==> src/rtl/fifo_bist_driver.sv <==
// Traffic driver and checker for the synchronous FIFO: writes a SEED+k ramp in
// fill/drain bursts, tracks occupancy, checks read data, ack and status flags.
//
// state | meaning
// IDLE  | waiting for start, nothing driven
// FILL  | writing words until the FIFO is full or all words are issued
// DRAIN | reading until the occupancy model reaches zero
// FLUSH | last read data is compared this cycle
// DONE  | run complete, counts held, start reruns

module fifo_bist_driver #(
    parameter int FIFO_WIDTH = 16,
    parameter int FIFO_DEPTH = 8,
    parameter int NUM_TXN    = 20,
    parameter logic [FIFO_WIDTH-1:0] SEED = 'h0100
) (
    input  logic                  clk,
    input  logic                  rst_n,
    input  logic                  start,
    output logic [FIFO_WIDTH-1:0] data_in,
    output logic                  wr_en,
    output logic                  rd_en,
    input  logic [FIFO_WIDTH-1:0] data_out,
    input  logic                  wr_ack,
    input  logic                  full,
    input  logic                  empty,
    input  logic                  almostfull,
    input  logic                  almostempty,
    input  logic                  overflow,
    input  logic                  underflow,
    output logic                  busy,
    output logic                  done,
    output logic [15:0]           correct_count,
    output logic [15:0]           error_count,
    output logic                  protocol_err
);

    localparam int OCC_W = $clog2(FIFO_DEPTH + 1);
    localparam logic [OCC_W-1:0] DEPTH_O = OCC_W'(FIFO_DEPTH);
    localparam logic [15:0] N_TXN = 16'(NUM_TXN);

    typedef enum logic [2:0] {IDLE, FILL, DRAIN, FLUSH, DONE} state_t;

    state_t                  state, state_d;
    logic [OCC_W-1:0]        occ, occ_next;
    logic [15:0]             wr_idx, wr_idx_d;
    logic [15:0]             rd_idx;
    logic                    wr_en_d, rd_en_d;
    logic [FIFO_WIDTH-1:0]   data_in_d;
    logic                    wr_en_q;
    logic                    rd_pend;
    logic                    run_clear;
    logic                    violation;
    logic [FIFO_WIDTH-1:0]   exp_word;

    // occ_next already accounts for the request in flight on this edge, so
    // decisions below never overshoot the FIFO by one word.
    always_comb begin
        occ_next = occ + OCC_W'(wr_en) - OCC_W'(rd_en);
    end

    always_comb begin
        state_d   = state;
        wr_en_d   = 1'b0;
        rd_en_d   = 1'b0;
        data_in_d = data_in;
        wr_idx_d  = wr_idx;
        run_clear = 1'b0;
        case (state)
            IDLE, DONE: begin
                if (start) begin
                    run_clear = 1'b1;
                    wr_idx_d  = '0;
                    state_d   = FILL;
                end
            end
            FILL: begin
                if (occ_next == DEPTH_O || wr_idx == N_TXN) begin
                    state_d = DRAIN;
                end else begin
                    wr_en_d   = 1'b1;
                    data_in_d = SEED + FIFO_WIDTH'(wr_idx);
                    wr_idx_d  = wr_idx + 16'd1;
                end
            end
            DRAIN: begin
                if (occ_next == '0) begin
                    state_d = (wr_idx < N_TXN) ? FILL : FLUSH;
                end else begin
                    rd_en_d = 1'b1;
                end
            end
            FLUSH: begin
                state_d = DONE;
            end
            default: begin
                state_d = IDLE;
            end
        endcase
    end

    always_comb begin
        exp_word  = SEED + FIFO_WIDTH'(rd_idx);
        violation = (wr_ack != wr_en_q)
                 || (full != (occ == DEPTH_O))
                 || (empty != (occ == '0))
                 || (almostfull != (occ == DEPTH_O - OCC_W'(1)))
                 || (almostempty != (occ == OCC_W'(1)))
                 || overflow
                 || underflow;
    end

    always_ff @(posedge clk or negedge rst_n) begin
        if (!rst_n) begin
            state         <= IDLE;
            data_in       <= '0;
            wr_en         <= 1'b0;
            rd_en         <= 1'b0;
            occ           <= '0;
            wr_idx        <= '0;
            rd_idx        <= '0;
            wr_en_q       <= 1'b0;
            rd_pend       <= 1'b0;
            correct_count <= '0;
            error_count   <= '0;
            protocol_err  <= 1'b0;
        end else begin
            state   <= state_d;
            data_in <= data_in_d;
            wr_en   <= wr_en_d;
            rd_en   <= rd_en_d;
            wr_idx  <= wr_idx_d;
            occ     <= occ_next;
            wr_en_q <= wr_en;
            rd_pend <= rd_en;
            if (run_clear) begin
                rd_idx        <= '0;
                correct_count <= '0;
                error_count   <= '0;
                protocol_err  <= 1'b0;
            end else begin
                if (rd_pend) begin
                    rd_idx <= rd_idx + 16'd1;
                    if (data_out == exp_word) begin
                        if (correct_count != 16'hFFFF) correct_count <= correct_count + 16'd1;
                    end else begin
                        if (error_count != 16'hFFFF) error_count <= error_count + 16'd1;
                    end
                end
                if (state != IDLE && violation) protocol_err <= 1'b1;
            end
        end
    end

    always_comb begin
        busy = (state == FILL) || (state == DRAIN) || (state == FLUSH);
        done = (state == DONE);
    end

endmodule

==> config.mk <==
export PLATFORM = sky130hd
export DESIGN_NAME = fifo_bist_driver
export DESIGN_NICKNAME = d
export VERILOG_FILES = /design/src/rtl/fifo_bist_driver.sv
export SDC_FILE = /design/constraint.sdc
export NUM_CORES = 1
export LEC_CHECK = 0
export ABC_CLOCK_PERIOD_IN_PS = 5120
export BUFFER_PORTS_ARGS = -buffer_cell sky130_fd_sc_hd__buf_2
export CELL_PAD_IN_SITES_DETAIL_PLACEMENT = 1
export CELL_PAD_IN_SITES_GLOBAL_PLACEMENT = 1
export CORE_ASPECT_RATIO = 1.5
export CORE_MARGIN = 3
export CORE_UTILIZATION = 40
export CTS_BUF_LIST = sky130_fd_sc_hd__clkbuf_8
export CTS_CLUSTER_SIZE = 40
export DETAILED_ROUTE_END_ITERATION = 12
export GPL_ROUTABILITY_DRIVEN = 0
export PLACE_DENSITY = 0.8
export SYNTH_ARGS = -nofsm -noshare
export SYNTH_HDL_FRONTEND = slang
export SYNTH_SLANG_ARGS = --single-unit
==> constraint.sdc <==
create_clock -name clk -period 5.12 [get_ports clk]
set_input_delay 0.512 -clock clk [delete_from_list [all_inputs] [get_ports clk]]
set_output_delay 0.512 -clock clk [all_outputs]
set_load 0.01 [all_outputs]
# ---- Word-level counts from Yosys, hierarchy flattened
# Cells that the tools add are included.
dict set report totals {
  register_bits 92
  out_inout_bits 53
  word_cells 96
  inputBits 26
}
dict set report classes {
  n_eq_ne 22
  reduce_logical 26
  add_sub_neg 8
  bitwise_logic 1
  n_lt_le_gt_ge 1
  n_mux 26
}
# cell n
set op_table {}
lappend op_table {{$mux 16} 12}
lappend op_table {{$add 16x1->16 const B} 4}
lappend op_table {{$add 9x16->16 const A} 2}
lappend op_table {{$ne 16x16->1 const B} 2}
lappend op_table {{$pmux 16 s2} 1}
lappend op_table {{$eq 16x16->1} 1}
lappend op_table {{$eq 16x5->1 const B} 1}
lappend op_table {{$lt 16x5->1 const B} 1}
lappend op_table {{$pmux 3 s4} 1}
lappend op_table {{$reduce_and 3->1} 4}
lappend op_table {{$reduce_bool 2->1} 6}
lappend op_table {{$ne 2x2->1 const B} 5}
lappend op_table {{$logic_or 1x1->1} 9}
lappend op_table {{$mux 3} 3}
lappend op_table {{$eq 4x4->1 const B} 2}
lappend op_table {{$logic_not 4->1} 2}
lappend op_table {{$mux 1} 8}
lappend op_table {{$eq 3x2->1 const B} 2}
lappend op_table {{$ne 1x1->1} 5}
lappend op_table {{$add 4x1->4} 1}
lappend op_table {{$eq 4x1->1 const B} 1}
lappend op_table {{$eq 4x3->1 const B} 1}
lappend op_table {{$sub 4x1->4} 1}
lappend op_table {{$eq 3x1->1 const B} 1}
lappend op_table {{other kinds (8)} 8}

# ---- Depth between registers and ports, before layout
dict set report depth {
  word_depth 11
  depth_mapped 12
}

# ---- Worst setup path after synthesis
# OpenSTA, ideal clock, no wires.
dict set report synth_timing {
  path_type {register -> register}
  from {reg rd_en}
  to {reg state[0]}
  slack_ps 2349
  required_time_ps 4981
  setup_time_ps 139
  stages_incl_launch_ff 11
  arrival_time_ps 2633
  path_buffers 2
  cell_sequence {dfrtp_1 > ha_1 > inv_1 > ha_1 > fa_1 > xor2_1 > or3_1 > o211ai_1 > buf_2 > buf_2 > o31ai_1}
}
dict set report synth_between {
  elab_chain_len 5
  word_cells_on_any_way 7
  classes_between {add/sub: 1; eq/ne: 3; reduce/logical: 3}
}
# item line
set synth_lines {}
lappend synth_lines {{from (decl)} 22} ;# output logic rd_en,
lappend synth_lines {{from (signal assigned)} 131} ;# rd_en <= rd_en_d;
lappend synth_lines {{$sub 4x1->4 *} 59} ;# occ_next = occ + OCC_W'(wr_en) - OCC_W'(rd_en);
lappend synth_lines {{named net occ_next[2]} 45} ;# logic [OCC_W-1:0] occ, occ_next;
lappend synth_lines {{$eq 4x4->1} 78} ;# if (occ_next == DEPTH_O || wr_idx == N_TXN) begin
lappend synth_lines {{$logic_or 1x1->1} 78}
lappend synth_lines {{$ne 2x2->1 (no source line)} -}
lappend synth_lines {{$reduce_and 3->1 (no source line) *} -}
lappend synth_lines {{to (signal assigned)} 128} ;# state <= state_d;
lappend synth_lines {{to (decl)} 44} ;# state_t state, state_d;
# Mark *: on every way through the listed nets, which the timed path passes. The rest lies on a longest branch.
# A chain may end at the register's enable or synchronous reset.

# ---- Worst setup path in the final report
dict set report layout_timing {
  from {reg occ[0]}
  to {reg data_in[9]}
}
dict set report layout_between {
  elab_chain_len 6
}
# item line
set layout_lines {}
lappend layout_lines {{from (decl)} 45}
lappend layout_lines {{from (signal assigned)} 133} ;# occ <= occ_next;
lappend layout_lines {{$add 4x1->4} 59}
lappend layout_lines {{$sub 4x1->4} 59}
lappend layout_lines {{named net occ_next[2]} 45}
lappend layout_lines {{$eq 4x4->1} 78}
lappend layout_lines {{$logic_or 1x1->1} 78}
lappend layout_lines {{$not 1->1 (no source line)} -}
lappend layout_lines {{$reduce_and 2->1 (no source line)} -}
lappend layout_lines {{to (signal assigned)} 129} ;# data_in <= data_in_d;
lappend layout_lines {{to (decl)} 20} ;# output logic [FIFO_WIDTH-1:0] data_in,
# The timed path passes the listed nets, and every way through them passes these cells.

==> flow_summary.yaml <==
worst_setup_path:
  rr_endpoint: "data_in[9]$_DFFE_PN0P_"
  cpMostUsedCell: "inv_1"
  startpoint: "occ[0]$_DFF_PN0_"
  crit_chain: "inv_1 -> ha_1 -> inv_1 -> ha_1 -> fa_1 -> xor2_1 -> or3_1 -> o211ai_1 -> buf_4 -> inv_1 -> mux2_2"
  crit_path_max_fanout: 43
  r2r_start: "occ[0]$_DFF_PN0_"
  crit_buf_inv: 4
  crit_path_end: "data_in[9]$_DFFE_PN0P_"
  worst_ep_required_time_ns: 5.37
  worst_setup_path_end_kind: "flop"
  path_delay_family: "adder cells"
  slowest_stage: "dfrtp_1"
  max_stage_delay_ns: 0.42
  reg2reg_depth: 11
  arrival_ns: 3.38
  path_depth: 11
  start_kind: "flop"
  rrSetupSlack_ns: 1.99
  crit_type: "reg2reg"
run_status:
  status: "completed"
drt:
  drc: 0
  viasPerCell: 5.711
  dr_total_vias: 4506
  wl_um: 14070
  drt-initial-drc-count: 123
  post_drt_wl_per_cell_um: 17.84
  drtAntennaViolNets: 0
  first_pass_iters: 4
floorplan:
  ios: 79
  die-height_um: 145.6
  dieArea_um2: 14420
  row_count: 50
  die_x_um: 99.05
  core_um2: 12570
  start_util: 0.4131
yosys:
  synth_seq_cells: 92
  syn_nets: 602
  ys_async_sr_fraction: 1.000
  synth_cell_type_count: 59
  syn_avg_cell_area_um2: 9.277
  synth_edf_count: 0
  ys.flop_type: "dfrtp_1"
  yosys_warnings: 0
  yosysSeqAreaShare: 0.4432
  syn_inst: 560
  syn-cell-area_um2: 5195
global_routing:
  use_met1: 0.2337
  overflow: 0
  grt_pass1_wl_um: 23940
  grt_max_degree: 64
  top_usage_layer: "met2"
  grt.met2_usage: 0.3691
  use_met3: 0.03453
  grtUsageTotal: 0.2018
  antenna_found_initial: 0
  first_global_vias: 4908
timing:
  fin_tns_setup_ns: 0
  fin_crit_ns: 3.133
  rsz0062_at_grt: "no"
  slew_headroom: 0.2791
  skew_ns: 0.01295
  tightest_slew_ns: 1.079
  slew_violations: 0
  setup_violations: 0
  fmax_mhz: 319.2
  timing.final.crit_share: 0.6118
  finalHoldViolCount: 0
final_layout:
  nFillCells: 1496
  areaGrowthSynthToFinish_pct: 13.34
  antenna_cells: 0
  drive_above_1_share: 0.1754
  final_common_cell: "dfrtp_1"
  final_cell_mix: "dfrtp_1, buf_2, nand2_1"
  final_area_um2: 5888
  nets: 670
clock_tree:
  clock-sinks: 92
  cts_resized: 0
  clk-insertion-delay-late_ns: 0.37
  numCtsBuffers: 9
  clk_path_buf_depth: 2
  path_clk_slew_ns: 0.09
  clockRootBuffer: "clkbuf_8"
  h-tree-depth: 3
  postCtsSetupRepairBufs: 0
  cts_tree: "built"
  postCtsHoldBufs: 0
place:
  placed_cell_area_um2: 5670
  port_buffers: 78
  place_hpwl_um: 10210
power_and_ir_drop:
  p_per_area_nw_per_um2: 367.0
  p_leak_nw: 2.698
  peakVddDrop_uv: 304.6
job:
  maxCapViolCount: 0
hold_path:
  min_path_type: "in2async"
[cell usage after synthesis, types with 2 or more instances]
| library cell | count | area [um2] |
|---|---|---|
| inv_1 | 29 | 108.9 |
| or2_2 | 2 | 12.51 |
| a41o_1 | 2 | 20.02 |
| o2111a_1 | 2 | 22.52 |
| nor3_1 | 10 | 50.05 |
| ha_1 | 15 | 187.7 |
| nand3b_1 | 2 | 15.01 |
| o31ai_1 | 12 | 90.09 |
| o21a_1 | 6 | 45.04 |
| or4_1 | 11 | 82.58 |
| or3_1 | 24 | 150.1 |
| nand3_1 | 24 | 120.1 |
| o2111ai_1 | 3 | 26.28 |
| a21o_1 | 2 | 15.01 |
| nor2_1 | 35 | 131.4 |
| o211ai_1 | 8 | 60.06 |
| a31oi_1 | 2 | 12.51 |
| nor4_4 | 2 | 42.54 |
| buf_2 | 3 | 15.01 |
| buf_1 | 3 | 11.26 |
| nand4_1 | 21 | 131.4 |
| nand2b_1 | 5 | 31.28 |
| nor4b_1 | 2 | 17.52 |
| clkbuf_1 | 12 | 45.04 |
| mux2i_1 | 5 | 50.05 |
| xnor2_1 | 25 | 219.0 |
| and4_1 | 3 | 26.28 |
| and2_1 | 2 | 12.51 |
| o31a_1 | 4 | 35.03 |
| buf_6 | 5 | 56.30 |
| a21oi_1 | 32 | 160.2 |
| xor2_1 | 14 | 122.6 |
| and3_1 | 6 | 37.54 |
| nor2b_1 | 2 | 12.51 |
| o21ai_0 | 42 | 210.2 |
| a31o_2 | 2 | 17.52 |
| nand2_1 | 63 | 236.5 |
| dfrtp_1 | 92 | 2302 |
| nor4_1 | 5 | 31.28 |
| buf_4 | 2 | 15.01 |
[flip-flops by register name, indices dropped and copies added (netlist names)]
| signal | cells |
|---|---|
| protocol_err | 1 |
| data_in | 16 |
| wr_idx | 16 |
| rd_en | 1 |
| rd_idx | 16 |
| rd_pend | 1 |
| occ | 4 |
| wr_en | 1 |
| state | 3 |
| wr_en_q | 1 |
| correct_count | 16 |
| error_count | 16 |
[cell type report]
| cell class | count | area (um2) | area share |
|---|---|---|---|
| multi-input combinational | 414 | 2641 | 0.4486 |
| inverter | 29 | 108.9 | 0.01849 |
| clock buffer | 10 | 137.6 | 0.02337 |
| sequential | 92 | 2302 | 0.3910 |
| clock inverter | 6 | 80.08 | 0.01360 |
| tap | 156 | 195.2 | 0.03315 |
| timing repair buffer | 82 | 422.9 | 0.07182 |
[worst min path at each step]
stage                                from                      endpoint  slack (ns)
final                               rst_n   error_count[14]$_DFFE_PN0P_        0.06
after floorplan                     rst_n  correct_count[0]$_DFFE_PN0P_        0.22
after CTS                           rst_n   error_count[14]$_DFFE_PN0P_        0.05
after global placement    rd_en$_DFF_PN0_             rd_pend$_DFF_PN0_        0.38
after detailed placement  rd_en$_DFF_PN0_             rd_pend$_DFF_PN0_        0.41
after global routing                rst_n   error_count[14]$_DFFE_PN0P_        0.07
[cell families (layout without fill, tap and decap cells)]
logic type,after synthesis,in the layout,share of synthesized area
fa+ha+maj,16,16,0.03998
simple gates,225,225,0.2307
buf+inv,54,127,0.04841
flops,92,92,0.4432
compound gates,127,127,0.1570
xor+xnor,40,40,0.06888
mux,6,6,0.01180
[metrics by stage]
step | hold slack, ns | utilization | total power, mW | setup WS, ns | std cells
2_1_floorplan | 0.2164 | - | 1.388 | 2.349 | 560
3_3_place_gp | 0.3830 | 0.4509 | 1.580 | 2.172 | 773
3_5_place_dp | 0.4150 | 0.4509 | 1.641 | 2.003 | 773
4_1_cts | 0.05396 | 0.4683 | 2.189 | 1.978 | 789
5_1_grt | 0.06731 | 0.4683 | 2.325 | 1.774 | 789
6_report | 0.05546 | 0.4683 | 2.161 | 1.988 | 789
[layer usage]
metal  up-vias  routed length, um
met5         -                  0
met4         0                230
met3        20                467
met2        80               7698
met1      2251               5676
li1       2155                  -
[where the power goes]
part	switching, mW	internal [mW]
logic	0.467	0.233
clock network	0.257	0.284
registers	0.107	0.813
Note: power is estimated with default switching activity, not from simulation.
